--- config.mk ---
export PLATFORM = sky130hd
export DESIGN_NAME = cp0_reg
export DESIGN_NICKNAME = d
export VERILOG_FILES = /design/src/rtl/cp0_reg.sv
export SDC_FILE = /design/constraint.sdc
export NUM_CORES = 1
export LEC_CHECK = 0
export CAP_MARGIN = 10
export CORE_AREA = 5 5 161 163
export CTS_CLUSTER_DIAMETER = 200
export DETAILED_ROUTE_END_ITERATION = 8
export DIE_AREA = 0 0 166 168
export HOLD_SLACK_MARGIN = 0.03
export PLACE_DENSITY = 0.78
export SLEW_MARGIN = 20
export SYNTH_ARGS = -nofsm -noshare
export SYNTH_HDL_FRONTEND = slang
export SYNTH_SLANG_ARGS = --single-unit
--- constraint.sdc ---
create_clock -name clk -period 4.15 [get_ports clk]
set_input_delay 0.83 -clock clk [delete_from_list [all_inputs] [get_ports clk]]
set_output_delay 0.83 -clock clk [all_outputs]
set_load 0.02 [all_outputs]
--- src/rtl/cp0_reg.sv ---
`timescale 1ns/1ps
// Purpose: CP0 register file (Status/Cause/EPC/BadVAddr/Count/Compare/EBase/PRId) updated from MEM-stage commits.
// Latency: MTC0 and exception/ERET updates land on the next rising edge; rdata_o is combinational, no write bypass.
// Backpressure: none; every commit presented is absorbed in the same cycle.
// Ports: clk/rst (sync, active-high); we_i/waddr_i/wsel_i/wdata_i MTC0 write; raddr_i/rsel_i/rdata_o MFC0 read;
//   int_i level interrupts; exception_* plus inst/delay-slot/badvaddr describe the committing exception or ERET;
//   status_o..badvaddr_o expose register state; timer_int_o is the Count==Compare interrupt.
module cp0_reg #(
  parameter logic [31:0] STATUS_RESET = 32'h0040_0000,
  parameter logic [31:0] EBASE_RESET  = 32'h8000_0000,
  parameter logic [31:0] PRID_VAL     = 32'h0000_4220
) (
  input  logic        clk,
  input  logic        rst,
  input  logic        we_i,
  input  logic [4:0]  waddr_i,
  input  logic [2:0]  wsel_i,
  input  logic [31:0] wdata_i,
  input  logic [4:0]  raddr_i,
  input  logic [2:0]  rsel_i,
  output logic [31:0] rdata_o,
  input  logic [5:0]  int_i,
  input  logic        exception_flag_i,
  input  logic [4:0]  exception_type_i,
  input  logic        exception_first_inst_i,
  input  logic [31:0] inst1_addr_i,
  input  logic [31:0] inst2_addr_i,
  input  logic        is_in_delayslot1_i,
  input  logic        is_in_delayslot2_i,
  input  logic [31:0] badvaddr_i,
  output logic [31:0] status_o,
  output logic [31:0] cause_o,
  output logic [31:0] epc_o,
  output logic [31:0] ebase_o,
  output logic [31:0] count_o,
  output logic [31:0] compare_o,
  output logic [31:0] badvaddr_o,
  output logic        timer_int_o
);

  localparam logic [4:0]  EXC_ADEL = 5'h04;
  localparam logic [4:0]  EXC_ADES = 5'h05;
  localparam logic [4:0]  EXC_ERET = 5'h0e;
  localparam logic [31:0] STATUS_WMASK = 32'h0000_ff03;
  localparam logic [31:0] EBASE_WMASK  = 32'h3fff_f000;

  logic [31:0] status_q, cause_q, epc_q, ebase_q, count_q, compare_q, badvaddr_q;
  logic        tick_q, timer_int_q;
  logic [31:0] status_d, cause_d, epc_d, ebase_d, count_d, compare_d, badvaddr_d;
  logic        tick_d, timer_int_d;

  logic        wr_en, wr_count, wr_compare, wr_status, wr_cause, wr_epc, wr_ebase;
  logic        is_exc, is_eret, exc_bd;
  logic [31:0] exc_pc;

  // A pipe-1 exception kills the pipe-1 MTC0; a pipe-2 exception does not.
  assign wr_en      = we_i && !(exception_flag_i && exception_first_inst_i);
  assign wr_count   = wr_en && waddr_i == 5'd9  && wsel_i == 3'd0;
  assign wr_compare = wr_en && waddr_i == 5'd11 && wsel_i == 3'd0;
  assign wr_status  = wr_en && waddr_i == 5'd12 && wsel_i == 3'd0;
  assign wr_cause   = wr_en && waddr_i == 5'd13 && wsel_i == 3'd0;
  assign wr_epc     = wr_en && waddr_i == 5'd14 && wsel_i == 3'd0;
  assign wr_ebase   = wr_en && waddr_i == 5'd15 && wsel_i == 3'd1;

  assign is_eret = exception_flag_i && exception_type_i == EXC_ERET;
  assign is_exc  = exception_flag_i && exception_type_i != EXC_ERET;
  assign exc_pc  = exception_first_inst_i ? inst1_addr_i : inst2_addr_i;
  assign exc_bd  = exception_first_inst_i ? is_in_delayslot1_i : is_in_delayslot2_i;

  always_comb begin
    status_d    = status_q;
    cause_d     = cause_q;
    epc_d       = epc_q;
    ebase_d     = ebase_q;
    count_d     = count_q;
    compare_d   = compare_q;
    badvaddr_d  = badvaddr_q;
    tick_d      = ~tick_q;
    timer_int_d = timer_int_q || (compare_q != 32'd0 && count_q == compare_q);

    // Count advances on every other edge; a write restarts the half-rate phase.
    if (wr_count) begin
      count_d = wdata_i;
      tick_d  = 1'b0;
    end else if (tick_q) begin
      count_d = count_q + 32'd1;
    end

    // Writing Compare acknowledges the timer, beating a coincident new match.
    if (wr_compare) begin
      compare_d   = wdata_i;
      timer_int_d = 1'b0;
    end

    if (wr_status) status_d = (status_q & ~STATUS_WMASK) | (wdata_i & STATUS_WMASK);
    if (wr_cause)  cause_d[9:8] = wdata_i[9:8];
    if (wr_epc)    epc_d = wdata_i;
    if (wr_ebase)  ebase_d = (ebase_q & ~EBASE_WMASK) | (wdata_i & EBASE_WMASK);

    // Hardware-pending bits track the inputs every cycle; IP7 merges the timer.
    cause_d[15:10] = {int_i[5] | timer_int_q, int_i[4:0]};
    cause_d[30]    = timer_int_q;

    // Exception updates come last so they override a same-cycle pipe-2 MTC0.
    if (is_exc) begin
      status_d[1]  = 1'b1;
      cause_d[6:2] = exception_type_i;
      if (!status_q[1]) begin
        epc_d       = exc_bd ? exc_pc - 32'd4 : exc_pc;
        cause_d[31] = exc_bd;
      end
      if (exception_type_i == EXC_ADEL || exception_type_i == EXC_ADES)
        badvaddr_d = badvaddr_i;
    end else if (is_eret) begin
      status_d[1] = 1'b0;
    end
  end

  always_ff @(posedge clk) begin
    if (rst) begin
      status_q    <= STATUS_RESET;
      cause_q     <= 32'd0;
      epc_q       <= 32'd0;
      ebase_q     <= EBASE_RESET;
      count_q     <= 32'd0;
      compare_q   <= 32'd0;
      badvaddr_q  <= 32'd0;
      tick_q      <= 1'b0;
      timer_int_q <= 1'b0;
    end else begin
      status_q    <= status_d;
      cause_q     <= cause_d;
      epc_q       <= epc_d;
      ebase_q     <= ebase_d;
      count_q     <= count_d;
      compare_q   <= compare_d;
      badvaddr_q  <= badvaddr_d;
      tick_q      <= tick_d;
      timer_int_q <= timer_int_d;
    end
  end

  always_comb begin
    rdata_o = 32'd0;
    case ({raddr_i, rsel_i})
      {5'd8,  3'd0}: rdata_o = badvaddr_q;
      {5'd9,  3'd0}: rdata_o = count_q;
      {5'd11, 3'd0}: rdata_o = compare_q;
      {5'd12, 3'd0}: rdata_o = status_q;
      {5'd13, 3'd0}: rdata_o = cause_q;
      {5'd14, 3'd0}: rdata_o = epc_q;
      {5'd15, 3'd0}: rdata_o = PRID_VAL;
      {5'd15, 3'd1}: rdata_o = ebase_q;
      default:       rdata_o = 32'd0;
    endcase
  end

  assign status_o    = status_q;
  assign cause_o     = cause_q;
  assign epc_o       = epc_q;
  assign ebase_o     = ebase_q;
  assign count_o     = count_q;
  assign compare_o   = compare_q;
  assign badvaddr_o  = badvaddr_q;
  assign timer_int_o = timer_int_q;

endmodule

* Word-level counts from Yosys, hierarchy flattened
Index checks and enable logic that the tools add are counted.
Operators by class: add/sub/neg operators 2, eq/ne operators 20, muxes and demuxes 12, bitwise operators 5, reduce and logical (&&, ||, !) cells 28
Operators with widths (count):
- case mux 32 bit (8 select lines) | 1
- 2-to-1 mux 32 bit | 7
- == test 8 x 7 -> 1 bit, second input constant | 8
- == test 5 x 4 -> 1 bit, second input constant | 7
- adder 32 x 1 -> 32 bit, second input constant | 1
- == test 32 bit | 1
- OR 32 x 16 -> 32 bit | 1
- OR 32 x 30 -> 32 bit | 1
- nonzero test 32 bit | 1
- subtractor 32 x 3 -> 32 bit, second input constant | 1
- logical AND 1 bit | 17
- == test 5 x 3 -> 1 bit, second input constant | 2
- inequality test 5 x 4 -> 1 bit, second input constant | 1
- AND reduction 2 bit | 2
- OR reduction 2 bit | 2
- == test 3 x 1 -> 1 bit, second input constant | 1
- logical NOT 3 bit | 1
- 2-to-1 mux 1 bit | 3
- nonzero test 3 bit | 1
- logical OR 1 bit | 2
- 2-to-1 mux 2 bit | 1
- inverter 1 bit | 2
- nonzero test 2 bit | 1
- logical NOT 1 bit | 1
- OR 1 bit | 1
Storage, ports and cells: register bits 209, input bits 162, output and inout bits 257, logic and storage cells 80

* Depth between registers and ports, before layout
word-level depth 8, mapped depth 13, gate-level depth less buffers 7

* Least setup slack after synthesis
OpenSTA, ideal clock, no wires.
path kind input port to flip-flop, start point in exception_first_inst_i, end point reg epc_q[16], in the netlist epc_o[16], library setup time 95 ps, data arrival time 3425 ps, data required time 4055 ps, path slack 630 ps, stages 12, path buffers 6, cell sequence buf_6 > buf_4 > buf_2 > buf_2 > buf_4 > buf_2 > mux2i_1 > ha_1 > o211ai_1 > or3_1 > o31a_1 > a221oi_1
Between the ends: longest elaborated chain between the ends 8, elaborated cells between the ends (all ways) 12, those cells by class 1 x add/sub; 6 x mux; 5 x reduce/logical
RTL lines:
- start, declared | line 25 | input logic exception_first_inst_i,
- parallel branches: the longest is 7 deep, another holds subtractor 32 x 3 -> 32 bit
- 2-to-1 mux 32 bit * | line 105 | if (is_exc) begin
- end signal, assigned | line 133 | epc_q <= epc_d;
- end, declared | line 47 | logic [31:0] status_q, cause_q, epc_q, ebase_q, count_q, compare_q, badvaddr_q;
Every way passes the cells marked *. A chain may end at the register's enable or synchronous reset.

* Worst setup path after layout
start point in rsel_i[0], end point out rdata_o[3]
Between the ends: longest elaborated chain between the ends 2, elaborated cells between the ends (all ways) 9, those cells by class 8 x eq/ne; 1 x mux
RTL lines:
- start, declared | line 20 | input logic [2:0] rsel_i,
- == test 8 x 7 -> 1 bit | line 145 | case ({raddr_i, rsel_i})
- case mux 32 bit (8 select lines) * | line 145
- end, declared | line 21 | output logic [31:0] rdata_o,
Every way passes the cells marked *; elsewhere a longest branch is shown, timed or not.

==> run metrics <==
Setup CP Type=in2out; Pwr Density=275.1 mW/mm^2; RSZ-0062 raised after global routing=no; Area Overhead vs Synth=45.46%; multi-input logic area=approximately 0.006 mm^2; Worst Path Max Fanout=6; DR vias=11020; GP Congestion=~0.99; Hold Buf Count CTS=0; Slew @ Worst Pin=about 1.1 ns; post-route ant nets=0; Post-Synthesis Cells=1220; Avg Cell Area, Syn=~8.2 um^2; Slew Viols, Final=0; top cells by area, synth=dfxtp_1, mux2i_1, nand2_1, xor2_1, a211oi_1; placed instance area=approximately 0.014 mm^2; number of remaining DRC errors=0; Hold Fails Final Rpt=0; ys async rst share=0%; Post-synth top cells=nand2_1, dfxtp_1, nor2_1, a21oi_1, mux2i_1; Synth Warn #=0; Hold WC Path Type=reg2reg; fraction of layout cells with a size suffix above 1=6.382%; number of global-route vias before repair=about 10000; area leader, netlist=dfxtp_1; DIE AREA=between 0.02 and 0.03 mm^2; Root Driver=clkbuf_16; Ant. Diodes=0; CTS tree=done; Post-synth EDFFs=0; post-synthesis cell area=~0.010 mm^2; Worst VDD drop=between 0.15 and 0.2 mV; initial antenna violation count=1; Final Cell Area=about 0.014 mm^2; crit-path leading delay family=buffers and inverters; endpoint class of the critical path=primary output; vias per cell=~5.8; Synth top area share=roughly a third; initial core utilization=a little over 40%; final net count=between 1500 and 2000; worst setup margin=0.09930 ns; fin crit period=approximately 4 ns; first-pass GRT wire length=about 66000 um; Max stage delay on crit path=between 0.5 and 0.6 ns; Critical Path Start Type=primary input; slowest CP cell=clkdlybuf4s50_1; WL/cell=between 20 and 25 um; DP Wirelength=~35000 um; critical path, cell by cell=clkdlybuf4s50_1 -> nor3_2 -> buf_4 -> nand2b_1 -> nor2_2 -> buf_4 -> a222oi_1 -> nand2_1 -> clkdlybuf4s50_1; outcome=complete, no violations; Fmax achieved=between 200 and 250 MHz; fin crit share=a little over nine tenths; Layout Cells excl Fill=about 1900; Reg clk slew, reported paths=approximately 0.07 ns; CP arrival=between 3 and 4 ns; DR pass1 iterations=6; WP data required=3.32 ns; sequential cell area fraction in the yosys report=a little over a third; core box area=approximately 0.024 mm^2; Reg area=approximately 0.0035 mm^2; worst path buffer plus inverter count=4; total gr overflow=0; Slew HR=approximately 29%; dpl ws=-0.06545 ns; CTS Buf Count=17; largest net degree at the start of global routing=96; Clock Sink Count=between 150 and 200; Rows=between 50 and 60; Final setup viols=0; leakage power=about 0.0056 uW; H-tree levels=4; top-count cell post-synth=nand2_1; DP Cell Count=around 1900; FILL cells=between 2000 and 2500; Final Routed Wirelength=between 40000 and 50000 um; synth unique cells=64; clk buf depth=2; count of input and output buffers=around 370; Worst-Skew Late Latency=roughly 0.44 ns; Total GRT Usage=between 30 and 40%; Synth Flop Type=dfxtp_1; maxcap violations=0; Clock Skew=roughly 0.012 ns; synthesized flop and latch total=about 170; Ports=approximately 420; Hold WS=between 0.4 and 0.5 ns; Die Width=166 um; drt first-iter violations=1203; Die Height=around 170 um
## per-layer routing
layer	global-route usage (%)	part of all wire, %
met4	11.08	3.4
met2	48.05	45
met5	0	0.016
met3	9.472	12
met1	39.26	39
## logic make-up (layout without fill, tap and decap cells)
family,count (synthesis),count (layout),synth area share (%)
simple gates,483,483,23.43
compound gates,254,254,17.92
flops,173,173,34.80
buf+inv,138,434,7.581
mux,86,86,8.725
xor+xnor,82,82,7.217
fa+ha+maj,2,2,0.2514
other cells,2,53,0.07546
## cell type report
class	instances	area share (%)
Clock buffer	18	3.034
Inverter	1	0.02593
Timing Repair Buffer	401	27.89
Sequential cell	173	23.92
Multi-Input combinational cell	960	41.47
Clock inverter	14	0.8557
Tap cell	324	2.800
## tightest hold or removal path, cell delays in order (launching register included)
cell	delay, ns
dfxtp_1	0.33
nand2_1	0.06
a21oi_1	0.05
## repair_timing
item	4_1_cts	5_1_grt
resized for setup	4	28
pin swaps	1	6
gates cloned	0	1
setup endpoints to repair	5	27
buffers inserted	0	1
## stage by stage
step	util, %	TNS (ns)	total power (uW)
global placement	57.14	-0.1922	2429
finish	59.88	0	3983
CTS	59.45	0	3989
detailed placement	57.14	-0.1553	2433
global route	59.88	0	4109
floorplan	-	0	2100
## report_power, final
group	switching, uW	internal, uW
clock	764	808
sequential	57.5	1700
combinational	351	302
## flip-flops by register name, summed over array words and instances, names as in the netlist
signal,count
epc_o,32
status_o,10
count_o,32
timer_int_o,1
ebase_o,18
badvaddr_o,32
tick_q,1
cause_o,15
compare_o,32
## cells in the final DEF (no fill, tap or decap), types with 32 or more instances in the layout
master | Yosys | routed
conb_1 | 2 | 53
clkdlybuf4s50_1 | 0 | 335
buf_4 | 55 | 32
mux2i_1 | 80 | 80
nor2_1 | 108 | 106
xor2_1 | 54 | 54
a21oi_1 | 81 | 81
a22oi_1 | 39 | 39
a211oi_1 | 59 | 59
dfxtp_1 | 173 | 173
nand2_1 | 188 | 188
## final timing paths
path / start / endpoint / slack (ns) / cells after the start
worst max-delay path: rsel_i[0] / rdata_o[3] / 0.1 / 9
worst min-delay path: badvaddr_o[28] / badvaddr_o[28] / 0.49 / 2
worst max register to register: count_o[7] / count_o[31] / 1.77 / 6
worst min register to register: badvaddr_o[28] / badvaddr_o[28] / 0.49 / 2
Note: power is estimated with default switching activity, not from simulation.
